===== src/rtl/uart_frame_rx.sv =====
// UART 8N1 frame receiver: assembles NBYTES data bytes plus CRC_L/CRC_H, checks CRC-16/MODBUS
// and publishes the data bus only on a good frame.
module uart_frame_rx #(
  parameter int unsigned NBYTES       = 16,
  parameter int unsigned CLKS_PER_BIT = 434,
  parameter int unsigned TIMEOUT_BITS = 20
) (
  input  logic                clk,
  input  logic                rst_n,
  input  logic                RXD,
  output logic [NBYTES*8-1:0] data,
  output logic                frame_valid,
  output logic                crc_err,
  output logic                frame_err,
  output logic                busy
);

  localparam int unsigned CNT_W   = $clog2(CLKS_PER_BIT);
  localparam int unsigned HALF    = CLKS_PER_BIT / 2;
  localparam int unsigned TO_CLKS = TIMEOUT_BITS * CLKS_PER_BIT;
  localparam int unsigned TO_W    = $clog2(TO_CLKS);
  localparam int unsigned BC_W    = $clog2(NBYTES + 2);

  typedef enum logic [2:0] {
    S_IDLE,
    S_START,
    S_DATA,
    S_STOP,
    S_WAIT_HIGH
  } state_t;

  state_t            state, state_n;
  logic              rx_meta, rxs, rxs_prev;
  logic [CNT_W-1:0]  clk_cnt;
  logic [2:0]        bit_cnt;
  logic [7:0]        rx_shift;
  logic [7:0]        rx_byte;
  logic              byte_done;
  logic              tick_c, bit_c, stop_ok_c, stop_bad_c;
  logic [TO_W-1:0]   to_cnt;
  logic              to_run_c, to_fire_c;
  logic [BC_W-1:0]   byte_cnt;
  logic [15:0]       crc;
  logic [2:0]        crc_steps;
  logic [7:0]        rx_crc_l;
  logic [7:0]        shadow [NBYTES];
  logic              pub_good, pub_bad;

  function automatic logic [15:0] crc_step(input logic [15:0] c);
    return c[0] ? ((c >> 1) ^ 16'hA001) : (c >> 1);
  endfunction

  // RXD synchroniser plus one delayed copy for falling-edge detection
  always_ff @(posedge clk or negedge rst_n) begin
    if (!rst_n) begin
      rx_meta  <= 1'b1;
      rxs      <= 1'b1;
      rxs_prev <= 1'b1;
    end else begin
      rx_meta  <= RXD;
      rxs      <= rx_meta;
      rxs_prev <= rxs;
    end
  end

  always_ff @(posedge clk or negedge rst_n) begin
    if (!rst_n) state <= S_IDLE;
    else        state <= state_n;
  end

  // Bit-level FSM: start-bit qualification at half bit, then one sample per bit time
  always_comb begin
    state_n    = state;
    tick_c     = 1'b0;
    bit_c      = 1'b0;
    stop_ok_c  = 1'b0;
    stop_bad_c = 1'b0;
    case (state)
      S_IDLE: begin
        if (rxs_prev && !rxs) state_n = S_START;
      end
      S_START: begin
        if (clk_cnt == CNT_W'(HALF - 1)) begin
          tick_c  = 1'b1;
          state_n = rxs ? S_IDLE : S_DATA;
        end
      end
      S_DATA: begin
        if (clk_cnt == CNT_W'(CLKS_PER_BIT - 1)) begin
          tick_c = 1'b1;
          bit_c  = 1'b1;
          if (bit_cnt == 3'd7) state_n = S_STOP;
        end
      end
      S_STOP: begin
        if (clk_cnt == CNT_W'(CLKS_PER_BIT - 1)) begin
          tick_c = 1'b1;
          if (rxs) begin
            stop_ok_c = 1'b1;
            state_n   = S_IDLE;
          end else begin
            stop_bad_c = 1'b1;
            state_n    = S_WAIT_HIGH;
          end
        end
      end
      S_WAIT_HIGH: begin
        if (rxs) state_n = S_IDLE;
      end
      default: state_n = S_IDLE;
    endcase
  end

  always_ff @(posedge clk or negedge rst_n) begin
    if (!rst_n) begin
      clk_cnt   <= '0;
      bit_cnt   <= '0;
      rx_shift  <= '0;
      rx_byte   <= '0;
      byte_done <= 1'b0;
    end else begin
      byte_done <= stop_ok_c;
      if (tick_c || state == S_IDLE || state == S_WAIT_HIGH) clk_cnt <= '0;
      else                                                   clk_cnt <= clk_cnt + CNT_W'(1);
      if (state == S_IDLE) bit_cnt <= '0;
      else if (bit_c) begin
        bit_cnt  <= bit_cnt + 3'd1;
        rx_shift <= {rxs, rx_shift[7:1]};
      end
      if (stop_ok_c) rx_byte <= rx_shift;
    end
  end

  // Inter-byte timeout only runs while idle inside a partially received frame
  assign to_run_c  = (state == S_IDLE) && (byte_cnt != '0);
  assign to_fire_c = to_run_c && (to_cnt == TO_W'(TO_CLKS - 1));

  always_ff @(posedge clk or negedge rst_n) begin
    if (!rst_n)          to_cnt <= '0;
    else if (!to_run_c)  to_cnt <= '0;
    else if (to_fire_c)  to_cnt <= '0;
    else                 to_cnt <= to_cnt + TO_W'(1);
  end

  // Frame assembly one cycle after byte_done, publish one cycle later
  always_ff @(posedge clk or negedge rst_n) begin
    if (!rst_n) begin
      byte_cnt    <= '0;
      crc         <= 16'hFFFF;
      crc_steps   <= '0;
      rx_crc_l    <= '0;
      pub_good    <= 1'b0;
      pub_bad     <= 1'b0;
      frame_valid <= 1'b0;
      crc_err     <= 1'b0;
      frame_err   <= 1'b0;
      busy        <= 1'b0;
      data        <= '0;
      for (int unsigned i = 0; i < NBYTES; i++) shadow[i] <= '0;
    end else begin
      pub_good    <= 1'b0;
      pub_bad     <= 1'b0;
      frame_err   <= 1'b0;
      frame_valid <= pub_good;
      crc_err     <= pub_bad;
      busy        <= (byte_cnt != '0) || (state != S_IDLE && state != S_WAIT_HIGH);
      if (pub_good) begin
        for (int unsigned i = 0; i < NBYTES; i++) data[i*8 +: 8] <= shadow[i];
      end
      if (stop_bad_c || to_fire_c) begin
        frame_err <= 1'b1;
        byte_cnt  <= '0;
        crc       <= 16'hFFFF;
        crc_steps <= '0;
      end else if (byte_done) begin
        if (byte_cnt < BC_W'(NBYTES)) begin
          for (int unsigned i = 0; i < NBYTES; i++) begin
            if (byte_cnt == BC_W'(i)) shadow[i] <= rx_byte;
          end
          crc       <= crc_step(crc ^ {8'h00, rx_byte});
          crc_steps <= 3'd7;
          byte_cnt  <= byte_cnt + BC_W'(1);
        end else if (byte_cnt == BC_W'(NBYTES)) begin
          rx_crc_l <= rx_byte;
          byte_cnt <= byte_cnt + BC_W'(1);
        end else begin
          pub_good <= ({rx_byte, rx_crc_l} == crc);
          pub_bad  <= ({rx_byte, rx_crc_l} != crc);
          byte_cnt <= '0;
          crc      <= 16'hFFFF;
        end
      end else if (crc_steps != '0) begin
        crc       <= crc_step(crc);
        crc_steps <= crc_steps - 3'd1;
      end
    end
  end

endmodule

===== config.mk =====
export PLATFORM = sky130hd
export DESIGN_NAME = uart_frame_rx
export DESIGN_NICKNAME = d
export VERILOG_FILES = /design/src/rtl/uart_frame_rx.sv
export SDC_FILE = /design/constraint.sdc
export NUM_CORES = 1
export LEC_CHECK = 0
export BUFFER_PORTS_ARGS = -buffer_cell sky130_fd_sc_hd__buf_2
export CAP_MARGIN = 20
export CORE_MARGIN = 2
export CORE_UTILIZATION = 45
export DETAILED_ROUTE_END_ITERATION = 8
export GPL_ROUTABILITY_DRIVEN = 0
export GPL_TIMING_DRIVEN = 0
export PLACE_DENSITY = 0.71
export SLEW_MARGIN = 0
export SYNTH_ARGS = -nofsm -noshare
export SYNTH_HDL_FRONTEND = slang
export SYNTH_SLANG_ARGS = --single-unit

===== constraint.sdc =====
create_clock -name clk -period 5.4 [get_ports clk]
set_input_delay 1.08 -clock clk [delete_from_list [all_inputs] [get_ports clk]]
set_output_delay 1.08 -clock clk [all_outputs]
set_load 0.01 [all_outputs]

Yosys cells after proc, flatten, opt, wreduce, memory -nomap -nowiden
Cells that the tools add are included.
{"block": "totals", "in_bits": 3, "output_inout_bits": 132, "reg_bits": 343, "word_cells": 171}
{"block": "op_classes", "n_reduce_logical": 39, "n_bitwise": 6, "n_eq_ne": 35, "mux": 48, "order_cmp": 1, "addsub": 5}
{"operator": "$mux 16", "n": 7}
{"operator": "$reduce_and 4->1", "n": 17}
{"operator": "$eq 5x4->1 const B", "n": 8}
{"operator": "$mux 3", "n": 13}
{"operator": "$mux 14", "n": 2}
{"operator": "$eq 5x3->1 const B", "n": 4}
{"operator": "$mux 5", "n": 4}
{"operator": "$mux 1", "n": 18}
{"operator": "$eq 16x16->1", "n": 1}
{"operator": "$ne 16x16->1", "n": 1}
{"operator": "$xor 16x8->16", "n": 1}
{"operator": "$pmux 3 s5", "n": 1}
{"operator": "$add 14x1->14 const B", "n": 1}
{"operator": "$eq 14x14->1 const B", "n": 1}
{"operator": "$ne 2x2->1 const B", "n": 6}
{"operator": "$eq 5x2->1 const B", "n": 2}
{"operator": "$add 9x1->9 const B", "n": 1}
{"operator": "$eq 9x8->1 const B", "n": 1}
{"operator": "$eq 9x9->1 const B", "n": 1}
{"operator": "$mux 9", "n": 1}
{"operator": "$reduce_bool 3->1", "n": 3}
{"operator": "$eq 3x2->1 const B", "n": 2}
{"operator": "$eq 3x3->1 const B", "n": 2}
{"operator": "$not 2->3", "n": 2}
{"operator": "23 further kinds", "n": 34}

Longest topological paths before layout
{"block": "depth", "word_depth": 6, "depth_mapped": 10, "depth_no_buf": 7}

Worst setup path after synthesis
Ideal clock, no wire load.
{"block": "synth_timing", "kind": "register to register", "start": "register byte_cnt[0]", "end": "register shadow[64] (netlist name)", "synth_period_minus_slack_ps": 2347, "stages_incl_launch_ff": 9, "t_arrival_ps": 2220, "slack_ps": 3053, "setup_time_ps": 128, "cell_sequence": "dfrtp_1 inv_1 ha_1 nor4b_2 nor2_2 a21oi_4 buf_6 nand4_4 mux2_1"}
{"block": "synth_between", "elab_chain_len": 6, "word_cells_on_any_way": 8, "classes_between": "order compare (1); eq/ne (1); bitwise (1); reduce/logical (5)"}
{"item": "start, declared", "line_no": "42", "text": "logic [BC_W-1:0] byte_cnt;"}
{"item": "start signal, assigned", "line_no": "182", "text": "byte_cnt <= byte_cnt + BC_W'(1);"}
{"item": "start signal, assigned", "line_no": "185", "text": "byte_cnt <= byte_cnt + BC_W'(1);"}
{"item": "branches (longest 5 deep; another with $lt 5x5->1)"}
{"item": "$reduce_and 4->1 (no source line) (*)"}
{"item": "end signal, assigned by index", "line_no": "178", "text": "if (byte_cnt == BC_W'(i)) shadow[i] <= rx_byte;"}
{"item": "end, declared", "line_no": "46", "text": "logic [7:0] shadow [NBYTES];"}
Mark *: on every way between the ends.
A chain may end at the register's enable or synchronous reset.

Final worst setup path
{"block": "layout_timing", "start": "register byte_cnt[0]", "end": "register shadow[74] (netlist name)"}
Same word-level chain as after synthesis.

==> impl_metrics.py <==
metrics = {
    "floorplanning": {
        "pin_count": 135,
        "initial_core_util_pct": 45.9,
        "die_y_um": 181,
        "fp.dieArea_mm2": 0.0327,
        "num_rows": 64,
        "core_area_mm2": 0.0307,
        "die_w_um": 181,
    },
    "clocking": {
        "clk_pin_slew_ns": 0.06,
        "numCtsBuffers": 36,
        "cts_buffer_depth": 3,
        "post_cts_buffers": 0,
        "cts_max_level": 2,
        "clkLatencyLatePin_ns": 0.51,
        "cts_tree": "yes",
        "cts_root_buf": "clkbuf_16",
        "post_cts_resized": 0,
        "hold_buffers": 0,
        "cts.sinks": 343,
    },
    "global_routing": {
        "grt_pass1_wl_um": 46700,
        "grt_max_degree": 122,
        "track_usage_pct": 17.8,
        "overflow": 0,
        "grt_antenna_before_repair": 0,
        "grt_pass1_vias": 8355,
    },
    "power_and_ir_drop": {
        "power_density_mw_per_mm2": 312,
        "ir_drop_uv": 235,
        "power_leakage_uw": 0.00845,
    },
    "worst_setup_path": {
        "reg2reg_to": "shadow[74]",
        "path_depth": 8,
        "worstPathRequired_ns": 5.79,
        "crit_path_end_kind": "flip-flop",
        "path_buf_inv": 2,
        "crit_family": "simple AND/OR/NAND/NOR gates",
        "crit_path_start_kind": "flip-flop",
        "crit_chain": "inv_1 -> ha_1 -> nor4b_2 -> nor2_2 -> a21oi_4 -> buf_6 -> nand4_4 -> mux2_1",
        "cp_max_fo": 10,
        "crit_arrival_ns": 3.16,
        "cp_slowest_stage_delay_ns": 0.45,
        "worst-setup-path-type": "reg2reg",
        "ff2ff_path_depth": 8,
        "r2r_slack_ns": 2.62,
        "critPathSlowestCell": "dfrtp_1",
        "regToRegStartpoint": "byte_cnt[0]",
    },
    "routing": {
        "vias": 8167,
        "via_per_inst": 5.24,
        "wl_per_cell_um": 18.4,
        "ant_nets": 0,
        "drt-initial-drc-count": 374,
        "drtPass1Iterations": 4,
        "drc": 0,
        "drt-total-wl_um": 28700,
    },
    "cells_and_area": {
        "final_area_mm2": 0.0164,
        "nFillCells": 2535,
        "multiInputGateArea_mm2": 0.00518,
        "drive_gt1_share_pct": 38.7,
        "seq_area_mm2": 0.00861,
        "final_nets": 1160,
        "synthToLayoutAreaGrowth_pct": 16.6,
        "final_cell_mix": "324 x dfrtp_1, 195 x mux2_2, 139 x buf_2, 64 x mux2_1",
        "final_common_cell": "dfrtp_1",
        "num_antenna_cells": 0,
    },
    "sta": {
        "finalSetupViolCount": 0,
        "slew_headroom_pct": 42.6,
        "final.setup.tns_ns": 0,
        "max_freq_ghz": 0.360,
        "min_period_ns": 2.78,
        "post-route-period-util_pct": 51.4,
        "clock_skew_ns": 0.0160,
        "layout_setup_ws_ns": 2.62,
        "worstMarginPinSlew_ns": 0.862,
        "slew_viol_final": 0,
        "rsz0062_at_grt": "false",
        "hold_viol": 0,
    },
    "placed_design": {
        "io_buffers": 134,
        "placed_area_mm2": 0.0153,
        "place_ws_ns": 2.62,
        "dp_hpwl_um": 19000,
    },
    "synth": {
        "synthDistinctLibCells": 62,
        "ys.flop_type": "dfrtp_1",
        "syn_area_per_cell_um2": 14.5,
        "synth_area_mm2": 0.0141,
        "synth-seq-cells": 343,
        "synth_edf_count": 0,
        "yosys_warnings": 0,
        "synth_nets": 986,
        "synthArstFlopShare_pct": 100,
        "synthesis.instances": 970,
        "ys_seq_area_share_pct": 61.2,
    },
    "min_path": {
        "whs_path_depth": 0,
        "worstHoldStart": "rx_meta",
        "hold_path.class": "reg2reg",
        "hold_end": "rxs",
    },
    "status": {
        "outcome": "finished, final reports clean",
    },
    "flow_run": {
        "drv_cap": 0,
    },
}
## where the power goes
part | internal [µW] | total, µW | switching [µW]
registers | 2600 | 2630 | 30.9
logic | 45.1 | 142 | 97.0
clock network | 1390 | 2350 | 956
total | 4030 | 5120 | 1080
## state kept, by name, summed over array words and instances, names as in the netlist, 3 cells and up
register,count
data,128
shadow,128
rx_shift,8
byte_cnt,5
rx_byte,8
rx_crc_l,8
clk_cnt,9
crc_steps,3
crc,16
bit_cnt,3
state,3
to_cnt,14
## worst max path at each step
stage | startpoint | endpoint
after floorplan | byte_cnt[0] | shadow[64]
after global placement | rst_n | data[49]
after detailed placement | byte_cnt[0] | shadow[73]
after CTS | byte_cnt[0] | shadow[74]
after global routing | byte_cnt[0] | shadow[79]
final | byte_cnt[0] | shadow[74]
## worst register-to-register path, cell delays in order, from the launching register on
cell,delay (ns)
dfrtp_1,0.45
inv_1,0.11
ha_1,0.33
nor4b_2,0.35
nor2_2,0.14
a21oi_4,0.36
buf_6,0.27
nand4_4,0.25
mux2_1,0.40
## layer usage
layer  vias up  wire (µm)  GRT usage (%)
met3        33       1750           3.71
met2       180      13400           28.5
met5         -          0              0
met1      4204      13000           24.7
li1       3750          -              -
met4         0        537           4.81
## Yosys cell counts (all sizes together) (5+ instances only)
master / n / area (µm²)
a21oi: 12 / 71.3
and3: 11 / 73.8
buf: 13 / 82.6
clkbuf: 42 / 158
dfrtp: 324 / 8110
dfstp: 19 / 499
ha: 13 / 163
inv: 11 / 41.3
mux2: 275 / 3160
nand2: 53 / 201
nand3: 13 / 77.6
nand4: 22 / 280
nor2: 43 / 164
nor2b: 5 / 31.3
nor3: 5 / 25.0
o21ai: 6 / 30.0
o22a: 13 / 114
xnor2: 32 / 280
xor2: 12 / 105
## final cells by class
| type | count | area share, % |
|---|---|---|
| plain buffers | 55 | 1.46 |
| clock buffers | 54 | 6.46 |
| clock inverters | 4 | 0.275 |
| inverters | 11 | 0.252 |
| multi-input cells | 561 | 31.6 |
| flip-flops and latches | 343 | 52.5 |
| well taps | 396 | 3.02 |
| repair buffers | 136 | 4.49 |
## cells by family (layout without fill, tap and decap cells)
kind of cell	count (synthesis)	after routing	synth area share (%)
AND/OR/NAND/NOR	180	180	7.90
flip-flops	343	343	61.2
buffers and inverters	66	260	2.00
XOR/XNOR	44	44	2.74
multiplexers	278	278	22.7
AO/OA/AOI/OAI	46	46	2.35
adder cells (fa/ha/maj)	13	13	1.16
## stage by stage
stage	hold slack (ns)	total power (µW)	cells	utilization (%)
finish	0.356	5120	1560	53.5
global route	0.357	5310	1560	53.5
CTS	0.356	5180	1560	53.5
detailed placement	0.350	2820	1502	49.9
global placement	0.338	2810	1500	49.7
floorplan	0.331	2740	970	-
Power figures use the tool's default switching activity.
